$ cat config.mk
export PLATFORM = sky130hd
export DESIGN_NAME = lcd_layer_arbiter_flat
export DESIGN_NICKNAME = d
export VERILOG_FILES = /design/src/rtl/lcd_layer_arbiter_pkg.sv /design/src/rtl/lcd_layer_arbiter_if.sv /design/src/rtl/lcd_layer_arbiter_rise_detect.sv /design/src/rtl/lcd_layer_arbiter.sv /design/src/flat_wrapper.sv
export SDC_FILE = /design/constraint.sdc
export NUM_CORES = 1
export LEC_CHECK = 0
export CORE_MARGIN = 2
export CORE_UTILIZATION = 30
export DETAILED_ROUTE_END_ITERATION = 16
export GPL_TIMING_DRIVEN = 0
export SLEW_MARGIN = 5
export SYNTH_ARGS = -nofsm -noshare
export SYNTH_HDL_FRONTEND = slang
export SYNTH_SLANG_ARGS = --single-unit
$ cat constraint.sdc
create_clock -name i_clk -period 2.5 [get_ports i_clk]
set_input_delay 0.75 -clock i_clk [delete_from_list [all_inputs] [get_ports i_clk]]
set_output_delay 0.75 -clock i_clk [all_outputs]
set_load 0.05 [all_outputs]
$ cat src/rtl/lcd_layer_arbiter_pkg.sv
// Shared widths, state encoding and default colour for the LCD pixel-source arbiter.
package lcd_pkg;
    localparam int COLOR_W = 16;
    localparam int X_W     = 8;
    localparam int Y_W     = 7;

    localparam logic [COLOR_W-1:0] DEFAULT_BG_COLOR = 16'h0000;

    typedef enum logic [1:0] {
        ST_IDLE = 2'd0,
        ST_REQ  = 2'd1,
        ST_DONE = 2'd2
    } state_e;
endpackage

$ cat src/rtl/lcd_layer_arbiter_if.sv
// Shared request/acknowledge bus between the arbiter and its layer generators.
interface lcd_layer_arbiter_if #(
    parameter int NUM_LAYERS = 3
);
    import lcd_pkg::*;

    logic [NUM_LAYERS-1:0]         layer_req;
    logic [X_W-1:0]                layer_x;
    logic [Y_W-1:0]                layer_y;
    logic [NUM_LAYERS-1:0]         layer_ack;
    logic [NUM_LAYERS-1:0]         layer_opaque;
    logic [COLOR_W*NUM_LAYERS-1:0] layer_color;

    modport master (
        output layer_req, layer_x, layer_y,
        input  layer_ack, layer_opaque, layer_color
    );

    modport slave (
        input  layer_req, layer_x, layer_y,
        output layer_ack, layer_opaque, layer_color
    );
endinterface

$ cat src/rtl/lcd_layer_arbiter_rise_detect.sv
// Registered rising-edge detector for the driver's next_pixel request level.
module rise_detect (
    input  logic i_clk,
    input  logic i_rst,
    input  logic i_d,
    output logic o_rise
);
    logic r_q;

    always_ff @(posedge i_clk or posedge i_rst) begin
        if (i_rst) begin
            r_q <= 1'b0;
        end else begin
            r_q <= i_d;
        end
    end

    assign o_rise = i_d & ~r_q;
endmodule

$ cat src/rtl/lcd_layer_arbiter.sv
// Per-pixel layer scheduler: polls layers in priority order and returns the first opaque colour.
//   state | meaning
//   IDLE  | waiting for a pixel request (new edge or pending)
//   REQ   | querying layer r_idx, timeout counter running
//   DONE  | result just published, return to IDLE
module lcd_layer_arbiter
    import lcd_pkg::*;
#(
    parameter int                 NUM_LAYERS = 3,
    parameter logic [COLOR_W-1:0] BG_COLOR   = DEFAULT_BG_COLOR,
    parameter int                 TIMEOUT    = 15
) (
    input  logic               i_clk,
    input  logic               i_rst,
    input  logic [X_W-1:0]     i_x,
    input  logic [Y_W-1:0]     i_y,
    input  logic               i_next_pixel,
    output logic [COLOR_W-1:0] o_color,
    output logic               o_color_done,
    output logic               o_frame_start,
    output logic [15:0]        o_frame_count,
    output logic               o_busy,
    output logic               o_overrun,
    lcd_layer_arbiter_if.master lyr
);
    localparam int IDX_W = (NUM_LAYERS > 1) ? $clog2(NUM_LAYERS) : 1;
    localparam int CNT_W = (TIMEOUT > 0) ? $clog2(TIMEOUT + 1) : 1;
    localparam logic [IDX_W-1:0] LAST_IDX = IDX_W'(NUM_LAYERS - 1);
    localparam logic [CNT_W-1:0] CNT_MAX  = CNT_W'(TIMEOUT);

    localparam logic [1:0] S_IDLE = ST_IDLE;
    localparam logic [1:0] S_REQ  = ST_REQ;
    localparam logic [1:0] S_DONE = ST_DONE;

    logic [1:0]         r_state;
    logic [IDX_W-1:0]   r_idx;
    logic [CNT_W-1:0]   r_cnt;
    logic               r_pending;
    logic               w_req;
    logic               w_ack;
    logic               w_opq;
    logic [COLOR_W-1:0] w_sel_color;

    rise_detect u_rise (
        .i_clk  (i_clk),
        .i_rst  (i_rst),
        .i_d    (i_next_pixel),
        .o_rise (w_req)
    );

    assign w_ack       = lyr.layer_ack[r_idx];
    assign w_opq       = lyr.layer_opaque[r_idx];
    assign w_sel_color = lyr.layer_color[r_idx*COLOR_W +: COLOR_W];

    // Combinational so that an asynchronous reset drops the strobe immediately.
    assign lyr.layer_req = (r_state == S_REQ) ? (NUM_LAYERS'(1) << r_idx) : '0;
    assign o_busy        = (r_state != S_IDLE);

    always_ff @(posedge i_clk or posedge i_rst) begin
        if (i_rst) begin
            r_state       <= S_IDLE;
            r_idx         <= '0;
            r_cnt         <= '0;
            r_pending     <= 1'b0;
            o_color       <= '0;
            o_color_done  <= 1'b0;
            o_frame_start <= 1'b0;
            o_frame_count <= '0;
            o_overrun     <= 1'b0;
            lyr.layer_x   <= '0;
            lyr.layer_y   <= '0;
        end else begin
            o_color_done  <= 1'b0;
            o_frame_start <= 1'b0;
            case (r_state)
                S_IDLE: begin
                    if (r_pending || w_req) begin
                        lyr.layer_x <= i_x;
                        lyr.layer_y <= i_y;
                        r_idx       <= '0;
                        r_cnt       <= '0;
                        r_state     <= S_REQ;
                        // A fresh edge arriving while a pending one is consumed stays queued.
                        r_pending   <= r_pending & w_req;
                        if (i_x == '0 && i_y == '0) begin
                            o_frame_start <= 1'b1;
                            o_frame_count <= o_frame_count + 16'd1;
                        end
                    end
                end
                S_REQ: begin
                    if (w_ack && w_opq) begin
                        o_color      <= w_sel_color;
                        o_color_done <= 1'b1;
                        r_state      <= S_DONE;
                    end else if (w_ack || r_cnt == CNT_MAX) begin
                        if (r_idx == LAST_IDX) begin
                            o_color      <= BG_COLOR;
                            o_color_done <= 1'b1;
                            r_state      <= S_DONE;
                        end else begin
                            r_idx <= r_idx + 1'b1;
                            r_cnt <= '0;
                        end
                    end else begin
                        r_cnt <= r_cnt + 1'b1;
                    end
                end
                S_DONE: begin
                    r_state <= S_IDLE;
                end
                default: begin
                    r_state <= S_IDLE;
                end
            endcase
            if (r_state != S_IDLE && w_req) begin
                if (r_pending) begin
                    o_overrun <= 1'b1;
                end else begin
                    r_pending <= 1'b1;
                end
            end
        end
    end
endmodule

$ cat src/flat_wrapper.sv
// flat-port wrapper written by rule: the top's interface ports become plain ports
module lcd_layer_arbiter_flat import lcd_pkg::*;
#(
    parameter int                 NUM_LAYERS = 3,
    parameter logic [COLOR_W-1:0] BG_COLOR   = DEFAULT_BG_COLOR,
    parameter int                 TIMEOUT    = 15
)
  (i_clk, i_rst, i_x, i_y, i_next_pixel, o_color, o_color_done, o_frame_start, o_frame_count, o_busy, o_overrun, lyr_layer_req, lyr_layer_x, lyr_layer_y, lyr_layer_ack, lyr_layer_opaque, lyr_layer_color);
  lcd_layer_arbiter_if #(.NUM_LAYERS(NUM_LAYERS)) lyr_i ();
  input  logic i_clk;
  input  logic i_rst;
  input  logic [X_W-1:0] i_x;
  input  logic [Y_W-1:0] i_y;
  input  logic i_next_pixel;
  output logic [COLOR_W-1:0] o_color;
  output logic o_color_done;
  output logic o_frame_start;
  output logic [15:0] o_frame_count;
  output logic o_busy;
  output logic o_overrun;
  output wire logic [$bits(lyr_i.layer_req)-1:0] lyr_layer_req;
  output wire logic [$bits(lyr_i.layer_x)-1:0] lyr_layer_x;
  output wire logic [$bits(lyr_i.layer_y)-1:0] lyr_layer_y;
  input wire logic [$bits(lyr_i.layer_ack)-1:0] lyr_layer_ack;
  input wire logic [$bits(lyr_i.layer_opaque)-1:0] lyr_layer_opaque;
  input wire logic [$bits(lyr_i.layer_color)-1:0] lyr_layer_color;
  assign lyr_layer_req = lyr_i.layer_req;
  assign lyr_layer_x = lyr_i.layer_x;
  assign lyr_layer_y = lyr_i.layer_y;
  assign lyr_i.layer_ack = lyr_layer_ack;
  assign lyr_i.layer_opaque = lyr_layer_opaque;
  assign lyr_i.layer_color = lyr_layer_color;
  lcd_layer_arbiter #(.NUM_LAYERS(NUM_LAYERS), .BG_COLOR(BG_COLOR), .TIMEOUT(TIMEOUT)) u_core (.i_clk(i_clk), .i_rst(i_rst), .i_x(i_x), .i_y(i_y), .i_next_pixel(i_next_pixel), .o_color(o_color), .o_color_done(o_color_done), .o_frame_start(o_frame_start), .o_frame_count(o_frame_count), .o_busy(o_busy), .o_overrun(o_overrun), .lyr(lyr_i));
endmodule
==> metrics <==
peak supply drop=674 uV; Crit Path Category=flip-flop to output port; DR DRC count=0; met2 wire len=~3700 um; first-pass GRT wire length=roughly 12000 um; core area=around 0.0096 mm2; Max Cap Violations=0; min Tclk post-route=around 2.4 ns; final setup fails=0; Clk Latency, worst-skew pair=between 0.3 and 0.4 ns; synthesized area=approximately 0.003 mm2; metal3 WL=between 400 and 500 um; CTS tree=yes; Final Util=48.1%; Synth Area in Adders=roughly 2.1%; Top Ports=between 100 and 150; Synth Register Bits=60; count of clock tree sinks=60; Worst-path clk slew=about 0.080 ns; Die Ht=between 100 and 150 um; via count=around 2500; sequential-to-total area share from yosys stat=approximately half; vias in the first global route=approximately 2600; Hold Path Class=flip-flop to flip-flop; FF-to-FF Start=u_core.r_idx[1]; footprint of the multi-input gates=0.00136 mm2; share of post-route cells with drive strength above 1=a little over an eighth; max-slew violations=0; Via density=approximately 4.7; Mapped Cells=262; mux cell area share after synthesis=between 10% and 20%; area delta synth->final=57.6%; cts hold-fix bufs=0; wire per inst=14.3 um; top sig layer=met4; Worst Tran Pin Value=0.533 ns; Synth Area in Compound Gates=around an eighth; DIE WIDTH=around 100 um; Critical Path RT=between 1.5 and 2 ns; CP arrival=approximately 1.6 ns; H-tree depth=3; fmax=about 0.42 GHz; Avg Cell Area, Syn=11.2 um2; DRT Pass-1 Iters=4; Pleak=just under 2 nW; initial core utilization=30.5%; Worst Path Buf+Inv=1; Congestion Overflow GR=0; Reg area=approximately 0.0015 mm2; clk buf depth=2; XOR/XNOR Fraction of Synth Area=approximately 4.5%; CTS Buf Count=9; Placed Cells=522; Layout fillers=roughly 950; Max transition margin=64.3%; root buf cell=clkbuf_8; syn nets=between 300 and 400; Yosys cell types=45; Placer Congestion=between 0.7 and 0.8; initial antenna violation count=0; IO buf count=around 130; met1 WL=approximately 3400 um; Worst Path Max Fanout=5; CP max stage delay=0.84 ns; final net count=around 480; gr usage total=between 15 and 20%; ANT cells=0; row count=36; CP delay by family, top=buffers and inverters; Synth Warn #=0; Setup Skew=~0.010 ns; largest family of logic cells by synthesized area=multiplexers; final WL=around 7700 um; worst path cell trace=clkdlybuf4s50_1; worst hold start=u_core.o_frame_count[15]; initial DRC count=23; fin crit share=between 90% and 100%; largest net degree at the start of global routing=22; Final ANT Viol Nets=0; Slowest cell on crit path=clkdlybuf4s50_1; run status=finished clean; reg2reg setup slack=0.54 ns; non-filler instance count after layout=between 500 and 600; crit path from=u_core.o_frame_count[3]; critical path launch point type=flip-flop; Post-DP HPWL=5910 um; simple-gate share of the synthesized area=approximately an eighth; unrepaired setup endpoints after global routing=no; area of the die=0.0106 mm2; Crit. End Element=output port; Fin. Hold Viols=0; Cell Pwr Density=about 1200 mW/mm2
## cell usage after synthesis, drive strengths merged
cell,number,area (um2)
o22ai,1,6.26
buf,8,53.8
and4,1,8.76
and2,5,31.3
o311ai,1,8.76
nor2b,4,27.5
nand4,3,18.8
xnor2,13,114
a311oi,1,8.76
o2111ai,1,8.76
mux2,17,195
nand3,9,45.0
dfrtp,60,1500
nor4,3,18.8
o2bb2ai,1,8.76
a211o,2,17.5
o21bai,1,7.51
nand2,30,113
clkbuf,3,11.3
nand2b,3,18.8
nor3,3,31.3
ha,5,62.6
inv,10,37.5
a21oi,3,15.0
o21ai,21,109
nand3b,1,7.51
mux2i,21,223
a22o,16,140
nor2,5,21.3
a31oi,1,6.26
and3,6,37.5
xor2,2,17.5
o21a,1,7.51
## repair_timing
| action | CTS | global route |
|---|---|---|
| pin swaps | 2 | 1 |
| endpoints found under the setup margin | 11 | 16 |
| gates resized for setup | 15 | 9 |
| buffers inserted | 0 | 1 |
| hold endpoints to repair | 0 | 0 |
## cells in the final DEF, fill, tap and decap left out, types with 2 or more instances in the layout
cell type,n
clkbuf_1,3
nor2_1,4
clkbuf_8,9
dfrtp_1,60
mux2_2,15
and2_1,5
nand3_1,9
nor3_4,2
inv_1,8
xnor2_1,13
ha_1,5
a21oi_1,3
xor2_1,2
clkdlybuf4s50_1,121
nand2b_1,3
a211o_1,2
a22o_1,16
nor2b_1,3
inv_6,3
mux2i_1,20
o21ai_1,3
and3_1,6
buf_4,3
buf_2,5
nand4_1,3
o21ai_0,17
nand2_1,30
buf_16,2
clkinvlp_4,2
inv_2,2
nor4_2,2
## metrics by stage
step	hold WS (ns)	total power [mW]	setup TNS, ns	cell area (um2)	setup WS, ns
CTS	0.477	5.48	-0.115	4620	-0.115
global placement	0.463	4.51	-60.00	4360	-0.879
floorplan	0.472	3.54	0	2940	0.183
global route	0.484	5.73	0	4630	0.0158
finish	0.473	5.40	0	4630	0.136
detailed placement	0.467	4.56	-8.38	4410	-0.547
## final timing paths
path	endpoint	depth (start not counted)
max	o_frame_count[3]	1
min	u_core.o_frame_count[15]	1
max reg2reg	u_core.r_idx[0]	6
min reg2reg	u_core.o_frame_count[15]	1
max in group asynchronous	u_core.r_state[0]	4
min in group asynchronous	u_core.lyr.layer_x[0]	2
## sequential cells by signal, summed over array words and instances, names as in the netlist
register and count:
u_core.o_color 16, u_core.o_frame_count 16, u_core.lyr.layer_x 8, u_core.lyr.layer_y 7, u_core.r_cnt 4, u_core.r_idx 2, u_core.r_state 2, u_core.o_color_done 1
u_core.o_frame_start 1, u_core.o_overrun 1, u_core.r_pending 1, u_core.u_rise.r_q 1
## kinds of logic after synthesis
| group | Yosys count |
|---|---|
| buf+inv | 21 |
| mux | 38 |
| compound gates | 50 |
| simple gates | 73 |
| fa+ha+maj | 5 |
| flops | 60 |
| xor+xnor | 15 |
## power by group
part	switching (mW)	internal (mW)	total, mW
combinational	1.85	1.16	3.00
sequential	0.201	1.29	1.49
clock	0.434	0.477	0.910
## cell type report
type	instances	share of cell area, %
Clock inverter	7	1.78
Tap cell	133	3.59
Buffer	9	1.35
Clock buffer	9	2.67
Sequential cell	60	32.4
Timing Repair Buffer	128	28.0
Inverter	10	0.810
Multi-Input combinational cell	181	29.4
## per-layer routing
layer | global-route usage, % | up-vias
li1 | - | 1206
met1 | 19.3 | 1244
met2 | 25.0 | 69
met3 | 4.95 | 12
met4 | 4.66 | 0
met5 | 0 | -
No activity file was read; power rests on OpenSTA's default activity.
